<file path="src/rtl/mlp_pkg.sv">
// Shared types and arithmetic helpers for the MLP datapath.
// Conversion and saturation helpers run at a fixed wide width so modules
// with any DATA_W/ACC_W (up to 62 bits) can use them and then slice.
package mlp_pkg;

  localparam int DEF_DATA_W = 8;
  localparam int DEF_ACC_W  = 21;
  localparam int DEF_SHIFT  = 9;
  localparam int WIDE_W     = 64;

  typedef logic signed [WIDE_W-1:0] wide_t;
  typedef logic        [WIDE_W-2:0] mag_t;

  typedef enum logic [2:0] {
    ST_IDLE,
    ST_ACCUM,
    ST_DRAIN,
    ST_ACT,
    ST_DONE
  } state_t;

  // Magnitude plus sign flag to two's complement; a zero magnitude is 0 either way.
  function automatic wide_t sm_to_tc(input mag_t mag, input logic neg);
    wide_t v;
    v = wide_t'({1'b0, mag});
    return neg ? -v : v;
  endfunction

  function automatic wide_t abs_tc(input wide_t v);
    return (v < 0) ? -v : v;
  endfunction

  // Symmetric clamp to +/-(2^(w-1)-1); the most negative code is never produced.
  function automatic wide_t sat_sym(input wide_t v, input int unsigned w);
    wide_t lim;
    lim = (wide_t'(1) <<< (w - 1)) - 1;
    if (v > lim)
      return lim;
    else if (v < -lim)
      return -lim;
    else
      return v;
  endfunction

  // Two's complement to sign-magnitude in the low w bits, magnitude clamped.
  // Zero always comes out with a clear sign bit.
  function automatic wide_t tc_to_sm(input wide_t v, input int unsigned w);
    wide_t mag;
    wide_t lim;
    logic  neg;
    lim = (wide_t'(1) <<< (w - 1)) - 1;
    mag = abs_tc(v);
    if (mag > lim)
      mag = lim;
    neg = (v < 0) && (mag != 0);
    return neg ? (mag | (wide_t'(1) <<< (w - 1))) : mag;
  endfunction

endpackage

</file>
<file path="src/rtl/sm_mac_stage.sv">
// Two-stage sign-magnitude multiply with saturating two's-complement accumulate.
// Stage 1 captures an accepted operand pair; stage 2 multiplies it and adds
// the signed product into the accumulator. ACC_W must be at least 2*DATA_W-1
// so a single product always fits.
module sm_mac_stage
  import mlp_pkg::*;
#(
  parameter int DATA_W = DEF_DATA_W,
  parameter int ACC_W  = DEF_ACC_W
) (
  input  logic                    clk,
  input  logic                    rst,
  input  logic                    load,
  input  logic signed [ACC_W-1:0] load_val,
  input  logic                    in_fire,
  input  logic [DATA_W-1:0]       x_sm,
  input  logic [DATA_W-1:0]       w_sm,
  output logic                    vld_p1,
  output logic signed [ACC_W-1:0] acc_p2
);

  localparam int MAG_W = DATA_W - 1;

  logic [MAG_W-1:0] mag_x_p1;
  logic [MAG_W-1:0] mag_w_p1;
  logic             neg_p1;
  mag_t             prod_mag;
  wide_t            sum_w;
  wide_t            sat_w;
  logic             unused_hi;

  // Stage 1 valid: set by an accepted pair, clears unless refilled
  always_ff @(posedge clk) begin
    if (rst)
      vld_p1 <= 1'b0;
    else
      vld_p1 <= in_fire;
  end

  // Stage 1 operands: magnitudes and product sign of the accepted pair
  always_ff @(posedge clk) begin
    if (in_fire) begin
      mag_x_p1 <= x_sm[MAG_W-1:0];
      mag_w_p1 <= w_sm[MAG_W-1:0];
      neg_p1   <= x_sm[DATA_W-1] ^ w_sm[DATA_W-1];
    end
  end

  // Stage 2 arithmetic: signed product added to the accumulator, then clamped
  always_comb begin
    prod_mag = mag_t'(mag_x_p1) * mag_t'(mag_w_p1);
    sum_w    = wide_t'(acc_p2) + sm_to_tc(prod_mag, neg_p1);
    sat_w    = sat_sym(sum_w, ACC_W);
  end

  // Upper bits of the clamped sum are a copy of the sign at this width.
  assign unused_hi = ^sat_w[WIDE_W-1:ACC_W];

  // Stage 2 accumulator: bias preload on start, otherwise accumulate products
  always_ff @(posedge clk) begin
    if (rst)
      acc_p2 <= '0;
    else if (load)
      acc_p2 <= load_val;
    else if (vld_p1)
      acc_p2 <= sat_w[ACC_W-1:0];
  end

endmodule

</file>
<file path="src/rtl/neuron_engine.sv">
// Single-neuron MAC engine: bias preload, streamed sign-magnitude pairs,
// saturating accumulate, scale by SHIFT, ReLU/identity, sign-magnitude output.
module neuron_engine
  import mlp_pkg::*;
#(
  parameter int DATA_W   = DEF_DATA_W,
  parameter int ACC_W    = DEF_ACC_W,
  parameter int N_INPUTS = 4,
  parameter int SHIFT    = DEF_SHIFT
) (
  input  logic              clk,
  input  logic              rst,
  input  logic              start,
  input  logic [DATA_W-1:0] bias,
  input  logic              act_mode,
  input  logic              in_valid,
  output logic              in_ready,
  input  logic [DATA_W-1:0] in_data,
  input  logic [DATA_W-1:0] in_weight,
  output logic              out_valid,
  input  logic              out_ready,
  output logic [DATA_W-1:0] out_data,
  output logic              busy
);

  localparam int              MAG_W    = DATA_W - 1;
  localparam int              CNT_W    = (N_INPUTS > 1) ? $clog2(N_INPUTS) : 1;
  localparam logic [CNT_W-1:0] LAST_CNT = CNT_W'(N_INPUTS - 1);

  state_t                  state_q;
  state_t                  state_d;
  logic [CNT_W-1:0]        cnt_q;
  logic                    relu_q;
  logic                    in_fire;
  logic                    load;
  logic                    last_fire;
  logic                    vld_p1;
  logic signed [ACC_W-1:0] acc_p2;
  logic signed [ACC_W-1:0] load_val;
  wide_t                   bias_w;
  wide_t                   acc_w;
  wide_t                   mag_w;
  wide_t                   res_w;
  wide_t                   sm_w;
  logic [DATA_W-1:0]       act_data;
  logic                    unused_hi;

  assign in_fire   = in_valid && in_ready;
  assign load      = start && (state_q == ST_IDLE);
  assign last_fire = in_fire && (cnt_q == LAST_CNT);

  // Bias preload value: magnitude scaled into accumulator units, signed, clamped
  always_comb begin
    bias_w   = sat_sym(sm_to_tc(mag_t'(bias[MAG_W-1:0]) << SHIFT, bias[DATA_W-1]), ACC_W);
    load_val = bias_w[ACC_W-1:0];
  end

  sm_mac_stage #(
    .DATA_W (DATA_W),
    .ACC_W  (ACC_W)
  ) u_mac (
    .clk      (clk),
    .rst      (rst),
    .load     (load),
    .load_val (load_val),
    .in_fire  (in_fire),
    .x_sm     (in_data),
    .w_sm     (in_weight),
    .vld_p1   (vld_p1),
    .acc_p2   (acc_p2)
  );

  // State register
  always_ff @(posedge clk) begin
    if (rst)
      state_q <= ST_IDLE;
    else
      state_q <= state_d;
  end

  // Next-state logic; DRAIN lets the last stage-1 pair reach the accumulator
  always_comb begin
    state_d = state_q;
    case (state_q)
      ST_IDLE:  if (start) state_d = ST_ACCUM;
      ST_ACCUM: if (last_fire) state_d = ST_DRAIN;
      ST_DRAIN: state_d = ST_ACT;
      ST_ACT:   state_d = ST_DONE;
      ST_DONE:  if (out_ready) state_d = ST_IDLE;
      default:  state_d = ST_IDLE;
    endcase
  end

  // Handshake and status outputs decoded from state
  always_comb begin
    in_ready  = (state_q == ST_ACCUM);
    out_valid = (state_q == ST_DONE);
    busy      = (state_q != ST_IDLE);
  end

  // Pair counter and latched activation mode
  always_ff @(posedge clk) begin
    if (rst) begin
      cnt_q  <= '0;
      relu_q <= 1'b0;
    end else if (load) begin
      cnt_q  <= '0;
      relu_q <= ~act_mode;
    end else if (in_fire) begin
      cnt_q  <= cnt_q + CNT_W'(1);
    end
  end

  // Activation: scale magnitude toward zero, ReLU, clamp and re-encode
  always_comb begin
    acc_w = wide_t'(acc_p2);
    mag_w = abs_tc(acc_w) >> SHIFT;
    if (relu_q && (acc_w < 0))
      res_w = '0;
    else
      res_w = sm_to_tc(mag_w[WIDE_W-2:0], acc_w < 0);
    sm_w     = tc_to_sm(res_w, DATA_W);
    act_data = sm_w[DATA_W-1:0];
  end

  // Wide helper results carry more bits than this configuration needs.
  assign unused_hi = ^{bias_w[WIDE_W-1:ACC_W], mag_w[WIDE_W-1], sm_w[WIDE_W-1:DATA_W], vld_p1};

  // Output register: captured in ACT, held through DONE
  always_ff @(posedge clk) begin
    if (rst)
      out_data <= '0;
    else if (state_q == ST_ACT)
      out_data <= act_data;
  end

endmodule

</file>
<file path="config.mk">
export PLATFORM = sky130hd
export DESIGN_NAME = neuron_engine
export DESIGN_NICKNAME = d
export VERILOG_FILES = /design/src/rtl/mlp_pkg.sv /design/src/rtl/sm_mac_stage.sv /design/src/rtl/neuron_engine.sv
export SDC_FILE = /design/constraint.sdc
export NUM_CORES = 1
export LEC_CHECK = 0
export ABC_AREA = 1
export BUFFER_PORTS_ARGS = -buffer_cell sky130_fd_sc_hd__buf_2
export CORE_UTILIZATION = 27
export CTS_CLUSTER_SIZE = 12
export DETAILED_ROUTE_END_ITERATION = 10
export SLEW_MARGIN = 0
export SYNTH_ARGS = -nofsm -noshare
export SYNTH_HDL_FRONTEND = slang
export SYNTH_SLANG_ARGS = --single-unit
</file>
<file path="constraint.sdc">
create_clock -name clk -period 22.8 [get_ports clk]
set_input_delay 4.56 -clock clk [delete_from_list [all_inputs] [get_ports clk]]
set_output_delay 4.56 -clock clk [all_outputs]
set_load 0.05 [all_outputs]
</file>
# --- Word level (Yosys, flattened, before mapping) ---
# Cells that the tools add are included.
# Widths: inputs -> output; s select.
op_classes:
  multipliers: 1
  n_lt_le_gt_ge: 7
  addsub: 7
  reduce_logical: 11
  n_eq_ne: 8
  bitwise: 2
  n_div: 0
  n_mux: 18
  n_shift: 0
ops:
  columns: ["cell", "n"]
  rows:
  - ["$mux 64", 7]
  - ["$gt 64x21->1 const B", 2]
  - ["$lt 64x21->1 const B", 2]
  - ["$mux 21", 6]
  - ["$add 21x64->64", 1]
  - ["$gt 64x8->1 const B", 1]
  - ["$lt 64x1->1 const B", 1]
  - ["$neg 14->64", 1]
  - ["$neg 16->64", 1]
  - ["$neg 21->64", 1]
  - ["$neg 55->64", 1]
  - ["$neg 64->64", 1]
  - ["$reduce_bool 64->1", 1]
  - ["$lt 21x1->1 const B", 1]
  - ["$pmux 3 s5", 1]
  - ["$mul 7x7->14", 1]
  - ["$mux 3", 3]
  - ["$mux 8", 1]
  - ["$eq 3x2->1 const B", 2]
  - ["$logic_and 1x1->1", 5]
  - ["$ne 2x1->1 const B", 2]
  - ["$eq 3x1->1 const B", 1]
  - ["$eq 3x3->1 const B", 1]
  - ["$logic_not 3->1", 1]
  - ["9 further kinds", 9]
totals:
  mem_bits_ro: 0
  reg_bits: 51
  memories: 0
  latch_bits: 0
  ram_bits: 0
  word_cells: 63

# --- Depth between registers and ports, before layout ---
# Gate-level depths: netlist (run 1).
logic_depth:
  depth_word: 12
  depth_mapped: 53

# --- Cells and area by module ---
# Synthesis (run 1) repeated with hierarchy kept, for this count alone.
hier_totals:
  hier_cells: 1575
  hier_area_um2: 8998.6
by_module_without_submodules:
  columns: ["mod", "area_per_inst_um2", "seq_area_each_um2", "cells_each", "instances"]
  rows:
  - ["sm_mac_stage", 6940.4, 890.9, 1188, 1]
  - ["neuron_engine", 2058.2, 280.3, 387, 1]

# --- Worst setup path after synthesis (run 1) ---
# Ideal clock, no wire load.
synth_path:
  path_kind: "register to register"
  start: "register u_mac.mag_x_p1[3]"
  end: "register u_mac.acc_p2[12]"
  path_buffers: 2
  period_less_slack_ps: 7125
  arrival_time_ps: 6998
  required_time_ps: 22672
  setup_time_ps: 128
  path_slack_ps: 15675
  path_stages_with_launch: 50
  path_cell_list: "edfxtp_1 nand2_1 inv_1 fa_1 inv_1 fa_1 inv_1 fa_1 inv_1 fa_1 inv_1 ha_1 nand2_1 o21ai_0 nand2_1 nand2_1 nand2_1 nand2_1 [... 14 more ...] nand2_1 nor2_1 nand2_1 nand3_2 nand2_1 nand2_1 nand2_1 nand2_1 nand2_1 nor2_1 nand3_1 nor2_1 nand3_2 a21oi_4 buf_4 nand2_1 a21oi_1 nor2_1"
synth_between:
  elab_chain_len: 9
  elab_cells_between_ends: 10
synth_rtl:
  columns: ["item", "line_no", "text"]
  rows:
  - ["start: declaration", "sm_mac_stage.sv:24", "logic [MAG_W-1:0] mag_x_p1;"]
  - ["start signal: assignment", "sm_mac_stage.sv:43", "mag_x_p1 <= x_sm[MAG_W-1:0];"]
  - ["$mul 7x7->14 (*)", "sm_mac_stage.sv:51", "prod_mag = mag_t'(mag_x_p1) * mag_t'(mag_w_p1);"]
  - ["$neg 14->64", "mlp_pkg.sv:26", "return neg ? -v : v;"]
  - ["$mux 64 (*)", "mlp_pkg.sv:26", null]
  - ["$add 21x64->64 (*)", "sm_mac_stage.sv:52", "sum_w = wide_t'(acc_p2) + sm_to_tc(prod_mag, neg_p1);"]
  - ["$lt 64x21->1", "mlp_pkg.sv:39", "else if (v < -lim)"]
  - ["$mux 21", "mlp_pkg.sv:39", null]
  - ["$mux 21 (*)", "mlp_pkg.sv:37", "if (v > lim)"]
  - ["$mux 21 (*)", "sm_mac_stage.sv:65", "else if (vld_p1)"]
  - ["$mux 21 (*)", "sm_mac_stage.sv:63", "else if (load)"]
  - ["end signal: assignment", "sm_mac_stage.sv:64", "acc_p2 <= load_val;"]
  - ["end signal: assignment", "sm_mac_stage.sv:66", "acc_p2 <= sat_w[ACC_W-1:0];"]
  - ["end: declaration", "sm_mac_stage.sv:19", "output logic signed [ACC_W-1:0] acc_p2"]
# Mark *: on every way between the ends. The rest lies on a longest branch, timed or not. The select of a mux whose other input is x is not followed.
# A chain may end at the register's enable or synchronous reset.

# --- Final worst setup path (run 1) ---
layout_path:
  start: "register u_mac.mag_x_p1[3]"
  end: "register u_mac.acc_p2[13]"
# Same word-level chain as after synthesis.

==> results.sh, run 1 <==
export IMPL_drive_gt1_share_pct=7.19
export IMPL_synth_area_top_cells="nand2_1 20%, ha_1 11%, inv_1 10%, dfxtp_1 8.5%, nor2_1 6.3%"
export IMPL_syn_area_sq_um=8530
export IMPL_die_x_um=180
export IMPL_dp_hpwl_um=21200
export IMPL_ys_seq_area_share_pct=13.7
export IMPL_io_pins=41
export IMPL_path_max_fanout=15
export IMPL_skew_ns=0.00790
export IMPL_power_total_mw=0.796
export IMPL_grt_overflow=0
export IMPL_setup_tns_ns=0
export IMPL_synth_cell_types=47
export IMPL_port_buffers=40
export IMPL_yosys_area_top_type="nand2_1"
export IMPL_cts_buffers=5
export IMPL_post_route_util_pct=30.1
export IMPL_hp_class="flop to flop"
export IMPL_worstPathArrival_ns=8.57
export IMPL_synth_top_area_share_pct=20.2
export IMPL_synth_edff_count=15
export IMPL_initial_utilization_pct=27.7
export IMPL_route_detailed_drc=1
export IMPL_syn_inst=1459
export IMPL_cellPowerDensity_nw_per_um2=85.7
export IMPL_multi_input_area_sq_um=6330
export IMPL_finalWirelength_um=25500
export IMPL_vias=8933
export IMPL_antenna_found_initial=0
export IMPL_grt_pass1_wl_um=42500
export IMPL_ctsHoldBuffers=0
export IMPL_drt_iter0_markers=708
export IMPL_grt_pass1_vias=8440
export IMPL_cp_common_cell="nand2_1"
export IMPL_row_count=64
export IMPL_clk_pin_slew_ns=0.08
export IMPL_ant_nets=0
export IMPL_synth_seq_cells=51
export IMPL_report_final_slew_viol_count=0
export IMPL_synth_area_per_cell_sq_um=5.85
export IMPL_final_common_cell="nand2_1"
export IMPL_end_kind="flop"
export IMPL_violations="design-rule violations"
export IMPL_postCtsSetupRepairBufs=0
export IMPL_syn_nets=1586
export IMPL_crit_path_top_delay_cell="nor3_1"
export IMPL_num_antenna_cells=0
export IMPL_synth_ff_type="dfxtp_1"
export IMPL_hold_viol_final=0
export IMPL_fin_crit_ns=8.38
export IMPL_viasPerCell=4.74
export IMPL_maxCapViolations=0
export IMPL_ctsResizeCount=0
export IMPL_ir_worst_vdd_mv=0.0364
export IMPL_worstSetupPathType="flop to flop"
export IMPL_fin_crit_sh_pct=36.8
export IMPL_grt_usage_pct=16.0
export IMPL_grt_setup_unrepaired="false"
export IMPL_cts_root_buf="clkbuf_16"
export IMPL_final_seq_area_sq_um=1170
export IMPL_wl_per_cell_um=13.5
export IMPL_status="finished, violations left"
export IMPL_synthArstFlopShare_pct=0
export IMPL_cts_buffer_depth=2
export IMPL_clock_sinks=51
export IMPL_cts_tree="done"
export IMPL_worstSetupStartpointType="flop"
export IMPL_p_leak_nw=5.11
export IMPL_slew_limit_headroom_pct=43.5
export IMPL_critPathMaxStageDelay_ns=0.61
export IMPL_die_h_um=180
export IMPL_clkLatencyLatePin_ns=0.31
export IMPL_yosys_warnings=0
export IMPL_dr_pass1_iters=10
export IMPL_fmax_mhz=119
export IMPL_gp_congestion=0.943
export IMPL_fin_nets=1614
export IMPL_htreeDepth=2
export IMPL_critical_path_required_ns=22.99
export IMPL_fillers=3449
export IMPL_die_area_sq_um=32300
export IMPL_tightest_slew_ns=0.845
export IMPL_synthToLayoutAreaGrowth_pct=8.93
export IMPL_final_cell_mix="460 x nand2_1, 235 x inv_1, 142 x nor2_1"
export IMPL_grt_max_degree=56
export IMPL_coreArea_sq_um=30800
export IMPL_finalSetupViolCount=0
-- power breakdown --
| group | leakage (nW) | switching, mW | internal, mW |
|---|---|---|---|
| clock network | 0.0759 | 0.0418 | 0.0421 |
| logic | 4.60 | 0.399 | 0.196 |
| registers | 0.434 | 0.0141 | 0.103 |
| total | 5.11 | 0.455 | 0.341 |
-- stage by stage --
step | hold slack [ns] | instances | instance area, sq um | setup slack (ns)
floorplan | 0.447 | 1459 | 8530 | 15.67
global placement | 0.456 | 1876 | 9140 | 14.58
detailed placement | 0.476 | 1876 | 9140 | 14.56
CTS | 0.486 | 1884 | 9290 | 14.52
global route | 0.514 | 1884 | 9290 | 13.86
finish | 0.481 | 1884 | 9290 | 14.42
-- worst max-delay path, delay by kind of cell, from the launching register on --
family | cells | cell delay [ns]
buffers and inverters | 5 | 0.27
flip-flops | 1 | 0.50
adder cells (fa/ha/maj) | 6 | 2.99
AO/OA/AOI/OAI | 5 | 1.21
AND/OR/NAND/NOR | 21 | 3.11
XOR/XNOR | 1 | 0.16
-- state kept, by name, indices dropped and copies added (netlist names) --
signal / cells
cnt_q: 2
out_data: 8
relu_q: 1
state_q: 3
u_mac.acc_p2: 21
u_mac.mag_w_p1: 7
u_mac.mag_x_p1: 7
u_mac.neg_p1: 1
u_mac.vld_p1: 1
-- worst paths after layout --
path / end / slack [ns] / start / depth (start not counted)
setup / recovery: u_mac.acc_p2[13] / 14.42 / u_mac.mag_x_p1[3] / 38
setup reg to reg: u_mac.acc_p2[13] / 14.42 / u_mac.mag_x_p1[3] / 38
hold / removal: cnt_q[1] / 0.48 / cnt_q[1] / 2
hold reg to reg: cnt_q[1] / 0.48 / cnt_q[1] / 2
-- cells in the mapped netlist (3+ instances only) --
| cell | n |
|---|---|
| or2_2 | 3 |
| o21ai_0 | 46 |
| nor2_4 | 8 |
| fa_1 | 25 |
| o21bai_1 | 9 |
| a21oi_1 | 98 |
| buf_2 | 5 |
| inv_1 | 235 |
| clkbuf_1 | 10 |
| inv_2 | 7 |
| buf_1 | 3 |
| nor2_2 | 12 |
| nand3b_1 | 9 |
| xor2_1 | 36 |
| nand3_2 | 7 |
| xnor2_1 | 13 |
| nand2_1 | 460 |
| nand4_1 | 11 |
| o21ai_1 | 27 |
| nand2_2 | 12 |
| a21o_1 | 4 |
| nand3_1 | 103 |
| nor3_1 | 17 |
| a31oi_1 | 6 |
| ha_1 | 72 |
| clkinv_1 | 3 |
| dfxtp_1 | 36 |
| edfxtp_1 | 15 |
| nor2_1 | 142 |
-- routing by layer --
metal / wire, um / global-route usage, % / up-vias
met5: 0 / 0 / -
met4: 523 / 4.86 / 0
met3: 1210 / 1.48 / 31
met2: 11100 / 25.7 / 228
met1: 12700 / 22.5 / 4005
li1: - / - / 4669
-- cell families after synthesis --
kind of cell	Yosys count	synth area share, %
compound gates	202	12.9
xor+xnor	49	5.03
fa+ha+maj	97	16.4
buf+inv	266	12.0
flops	51	13.7
simple gates	794	39.9
-- cell type report --
| type | instances | share of cell area (%) |
|---|---|---|
| Timing Repair Buffer | 42 | 2.32 |
| Multi-Input combinational cell | 1142 | 68.2 |
| Sequential cell | 51 | 12.6 |
| Clock buffer | 5 | 1.35 |
| Inverter | 245 | 9.90 |
| Clock inverter | 3 | 0.310 |
| Tap cell | 396 | 5.33 |
(Power assumes the default switching activity.)
==> inputs of run 2 (changes only) <==
clock period = 7.9 ns   (was 22.8 ns; I/O delays follow)
==> results.sh, run 2 (same netlist as run 1, synthesis figures left out) <==
export IMPL_crit_path_top_delay_cell="fa_1"
export IMPL_p_leak_nw=5.32
export IMPL_clock_sinks=51
export IMPL_switching_power_mw=1.36
export IMPL_dpl_cell_area_sq_um=9260
export IMPL_port_buffers=40
export IMPL_top_regs="u_mac.acc_p2 x21, out_data x8"
export IMPL_drt_iter0_markers=714
export IMPL_cts_buffer_depth=2
export IMPL_die_x_um=180
export IMPL_drive_gt1_share_pct=14.7
export IMPL_largest_register="u_mac.acc_p2"
export IMPL_path_max_fanout=5
export IMPL_skew_ns=0.00950
export IMPL_top_usage_layer="met2"
export IMPL_combinationalPowerShare_pct=76.4
export IMPL_final_seq_area_sq_um=1170
export IMPL_clockPowerShare_pct=9.8
export IMPL_multi_input_area_sq_um=6740
export IMPL_ir_worst_vdd_mv=0.150
export IMPL_grt_overflow=0
export IMPL_gp_congestion=0.943
export IMPL_hold_viol_final=0
export IMPL_worstSetupPathType="flop to flop"
export IMPL_crit_family="adder cells"
export IMPL_viasPerCell=4.77
export IMPL_grt_max_degree=56
export IMPL_post_route_util_pct=32.4
export IMPL_cts_tree="done"
export IMPL_critical_path_required_ns=8.06
export IMPL_clk_pin_slew_ns=0.08
export IMPL_place_ws_ns=0.108
export IMPL_clkLatencyLatePin_ns=0.31
export IMPL_setup_tns_ns=0
export IMPL_cts_buffers=5
export IMPL_cellPowerDensity_nw_per_um2=242
export IMPL_hp_class="flop to flop"
export IMPL_num_antenna_cells=0
export IMPL_initial_utilization_pct=27.7
export IMPL_end_kind="flop"
export IMPL_ctsHoldBuffers=0
export IMPL_fin_area_sq_um=9990
export IMPL_status="finished, violations left"
export IMPL_tightest_slew_ns=0.846
export IMPL_vias=9167
export IMPL_worstSetupStartpointType="flop"
export IMPL_htreeDepth=2
export IMPL_cp_common_cell="nand2_1"
export IMPL_ant_nets=0
export IMPL_fin_crit_sh_pct=94.0
export IMPL_use_met2_pct=25.4
export IMPL_route_detailed_drc=1
export IMPL_setup_slack_ns=0.471
export IMPL_row_count=64
export IMPL_die_h_um=180
export IMPL_p_sw_share_pct=56.2
export IMPL_synthToLayoutAreaGrowth_pct=17.2
export IMPL_dr_pass1_iters=10
export IMPL_grt_pass1_vias=8468
export IMPL_slew_limit_headroom_pct=43.5
export IMPL_fillers=3317
export IMPL_io_pins=41
export IMPL_internal_power_mw=1.06
export IMPL_finalSetupViolCount=0
export IMPL_violations="design-rule violations"
export IMPL_globalRouteMet1Util_pct=22.0
export IMPL_dp_hpwl_um=21200
export IMPL_fmax_mhz=135
export IMPL_crit_buf_inv=7
export IMPL_fin_nets=1652
export IMPL_grt_usage_pct=15.6
export IMPL_largest_register_ffs=21
export IMPL_critPathMaxStageDelay_ns=0.54
export IMPL_finalWirelength_um=25700
export IMPL_fin_crit_ns=7.43
export IMPL_met3_usage_pct=1.24
export IMPL_final_common_cell="nand2_1"
export IMPL_antenna_found_initial=0
export IMPL_wl_per_cell_um=13.3
export IMPL_grt_pass1_wl_um=41800
export IMPL_coreArea_sq_um=30800
export IMPL_maxCapViolations=0
export IMPL_final_cell_mix="441 x nand2_1, 232 x inv_1, 131 x nor2_1"
export IMPL_power_frac_seq_pct=13.9
export IMPL_report_final_slew_viol_count=0
export IMPL_die_area_sq_um=32300
export IMPL_worstPathArrival_ns=7.59
export IMPL_cts_root_buf="clkbuf_16"
run 2: through the flow:
stage          instances  total power, mW  hold WS, ns
4_1_cts             1900             2.28        0.484
3_5_place_dp        1892             2.04        0.473
3_3_place_gp        1892             2.03        0.456
6_report            1922             2.42        0.478
2_1_floorplan       1459             1.65        0.447
5_1_grt             1922             2.69        0.505
run 2: power by group through the flow:
stage | Combinational, mW | Clock (mW) | Sequential [mW]
finish | 1.85 | 0.236 | 0.335
global route | 2.09 | 0.254 | 0.339
CTS | 1.71 | 0.240 | 0.336
detailed placement | 1.70 | 0 | 0.342
global placement | 1.69 | 0 | 0.342
floorplan | 1.32 | 0 | 0.327
run 2: repair_timing:
| action | CTS | global route |
|---|---|---|
| setup endpoints to repair | 0 | 20 |
| endpoints found under the hold margin | 0 | 0 |
| buffers inserted | 0 | 21 |
| gates resized for setup | 0 | 107 |
run 2: final timing paths:
path / from / to / slack (ns) / depth (start not counted)
worst max register to register: u_mac.mag_x_p1[2] / u_mac.acc_p2[2] / 0.47 / 43
worst max-delay path: u_mac.mag_x_p1[2] / u_mac.acc_p2[2] / 0.47 / 43
worst min register to register: cnt_q[1] / cnt_q[1] / 0.48 / 2
worst min-delay path: cnt_q[1] / cnt_q[1] / 0.48 / 2
run 2: layer usage:
metal	up-vias	wire length, um	share of wire, %
met5	-	0	0
met4	0	644	2.5
met3	34	1110	4.3
met2	218	11400	44
met1	4166	12500	49
li1	4749	-	-
run 2: tightest hold or removal path: cells and delay by family (launching register included):
family / cells / cell delay [ns]
AO/OA/AOI/OAI: 1 / 0.05
AND/OR/NAND/NOR: 1 / 0.06
flip-flops: 1 / 0.32
run 2: layout make-up:
type / count / share of cell area (%)
repair buffers: 80 / 5.08
well taps: 396 / 4.96
multi-input cells: 1142 / 67.5
clock inverters: 3 / 0.288
clock buffers: 5 / 1.25
inverters: 245 / 9.20
flip-flops and latches: 51 / 11.7
==> inputs of run 3 (changes only) <==
CORE_UTILIZATION = 25   (was 27)
REMOVE_ABC_BUFFERS = 1   (was unset)
==> results.sh, run 3 (same netlist as run 1, synthesis figures left out) <==
export IMPL_hp_class="flop to flop"
export IMPL_ant_nets=0
export IMPL_die_x_um=187
export IMPL_synthToLayoutAreaGrowth_pct=17.2
export IMPL_r2r_start="u_mac.mag_x_p1[3]"
export IMPL_finalWirelength_um=25800
export IMPL_multi_input_area_sq_um=6710
export IMPL_top_regs="u_mac.acc_p2 x21, out_data x8"
export IMPL_clk_pin_slew_ns=0.08
export IMPL_finalNonFillerCells=1965
export IMPL_hold_viol_final=0
export IMPL_finalSetupViolCount=0
export IMPL_cts_root_buf="clkbuf_16"
export IMPL_vias=9260
export IMPL_critical_path_required_ns=8.08
export IMPL_critPathMaxStageDelay_ns=0.55
export IMPL_fin_nets=1643
export IMPL_final_common_cell="nand2_1"
export IMPL_fin_crit_sh_pct=94.9
export IMPL_cts_buffer_depth=2
export IMPL_maxCapViolations=0
export IMPL_die_h_um=187
export IMPL_worstPathArrival_ns=7.68
export IMPL_end_kind="flop"
export IMPL_switching_power_mw=1.35
export IMPL_slew_limit_headroom_pct=39.9
export IMPL_io_pins=41
export IMPL_place_ws_ns=-0.00639
export IMPL_row_count=67
export IMPL_largest_register_ffs=21
export IMPL_ctsHoldBuffers=0
export IMPL_largest_register="u_mac.acc_p2"
export IMPL_antenna_found_initial=0
export IMPL_combinationalPowerShare_pct=75.5
export IMPL_htreeDepth=2
export IMPL_dp_hpwl_um=21200
export IMPL_holdCritStartpoint="cnt_q[1]"
export IMPL_path_max_fanout=15
export IMPL_fillers=3719
export IMPL_grt_pass1_wl_um=41500
export IMPL_initial_utilization_pct=25.4
export IMPL_cts_tree="done"
export IMPL_num_antenna_cells=0
export IMPL_clkLatencyLatePin_ns=0.30
export IMPL_viasPerCell=4.71
export IMPL_cts_buffers=5
export IMPL_power_total_mw=2.44
export IMPL_drive_gt1_share_pct=13.2
export IMPL_grt_max_degree=56
export IMPL_status="complete, no violations"
export IMPL_power_frac_seq_pct=13.8
export IMPL_setup_slack_ns=0.400
export IMPL_clockPowerShare_pct=10.8
export IMPL_final_cell_mix="452 x nand2_1, 234 x inv_1, 132 x nor2_1"
export IMPL_grt_overflow=0
export IMPL_crit_path_top_delay_cell="fa_1"
export IMPL_p_sw_share_pct=55.4
export IMPL_dr_pass1_iters=6
export IMPL_fmax_mhz=133
export IMPL_startpoint="u_mac.mag_x_p1[3]"
export IMPL_p_leak_nw=5.29
export IMPL_place_inst=1943
export IMPL_coreArea_sq_um=33500
export IMPL_tightest_slew_ns=0.899
export IMPL_clock_sinks=51
export IMPL_skew_ns=0.00818
export IMPL_drt_iter0_markers=681
export IMPL_ir_worst_vdd_mv=0.139
export IMPL_port_buffers=40
export IMPL_worstSetupStartpointType="flop"
export IMPL_die_area_sq_um=34900
export IMPL_final_seq_area_sq_um=1170
export IMPL_cellPowerDensity_nw_per_um2=244
export IMPL_fin_crit_ns=7.50
export IMPL_grt_usage_pct=14.4
export IMPL_grt_pass1_vias=8438
export IMPL_internal_power_mw=1.09
export IMPL_report_final_slew_viol_count=0
export IMPL_worstSetupPathType="flop to flop"
export IMPL_wl_per_cell_um=13.1
export IMPL_route_detailed_drc=0
export IMPL_gp_congestion=0.941
==> run 3: cell count changes in the layout (fill, tap and decap cells not counted), moves of 2 or more <==
cell      before  now
a21oi_4        5    3
buf_12         0    2
buf_4         38   28
clkinv_4       2    0
ha_2           7    5
ha_4          10   12
inv_1        232  234
inv_2         10    8
nand2_1      441  452
nand2_2       30   19
nand3_1      100  102
nand3_2        9    6
==> run 3: final timing paths <==
check | end | slack (ns) | cells after the start
worst max-delay path | u_mac.acc_p2[10] | 0.40 | 39
worst min-delay path | cnt_q[1] | 0.48 | 2
worst max register to register | u_mac.acc_p2[10] | 0.40 | 39
worst min register to register | cnt_q[1] | 0.48 | 2
==> run 3: metal layers <==
layer | GRT usage (%) | routed length, um | vias to the layer above
li1 | - | - | 4733
met1 | 19.9 | 12200 | 4230
met2 | 24.0 | 11600 | 253
met3 | 1.30 | 1360 | 44
met4 | 3.66 | 610 | 0
met5 | 0 | 0 | -
==> run 3: stage by stage <==
step	TNS [ns]	hold slack, ns	instance area [sq um]	utilization [%]
after floorplan	0	0.447	8420	-
after global placement	0	0.456	9310	27.8
after detailed placement	-0.00681	0.467	9310	27.8
after CTS	0	0.479	9500	28.3
after global routing	-1.17	0.512	10000	29.8
final	0	0.479	10000	29.8
==> run 3: power groups by stage <==
stage                     clock network [mW]  registers (mW)  logic (mW)
after floorplan                            0           0.331        1.31
after global placement                     0           0.340        1.69
after detailed placement                   0           0.340        1.70
after CTS                              0.271           0.335        1.72
after global routing                   0.280           0.339        2.09
final                                  0.263           0.336        1.84
==> run 3: cell type report <==
| type | count | area share, % |
|---|---|---|
| Tap cell | 448 | 5.61 |
| Sequential cell | 51 | 11.7 |
| Clock buffer | 5 | 1.25 |
| Clock inverter | 3 | 0.451 |
| Multi-Input combinational cell | 1142 | 67.1 |
| Timing Repair Buffer | 71 | 4.62 |
| Inverter | 245 | 9.20 |
==> run 3: worst max-delay path, delay by kind of cell (launching register included) <==
family                     cells  cell delay, ns
AOI/OAI and AO/OA             11            1.56
xor gates and xnor gates       2            0.42
adders and majority gates      6            2.47
buffers and inverters          6            0.68
DFF                            1            0.45
and+or+nand+nor               14            1.80
==> run 3: what timing repair did <==
action	4_1_cts	5_1_grt
setup buffers	1	13
resized for setup	0	92
hold endpoints to repair	0	0
pin swaps	1	16
setup endpoints to repair	6	20
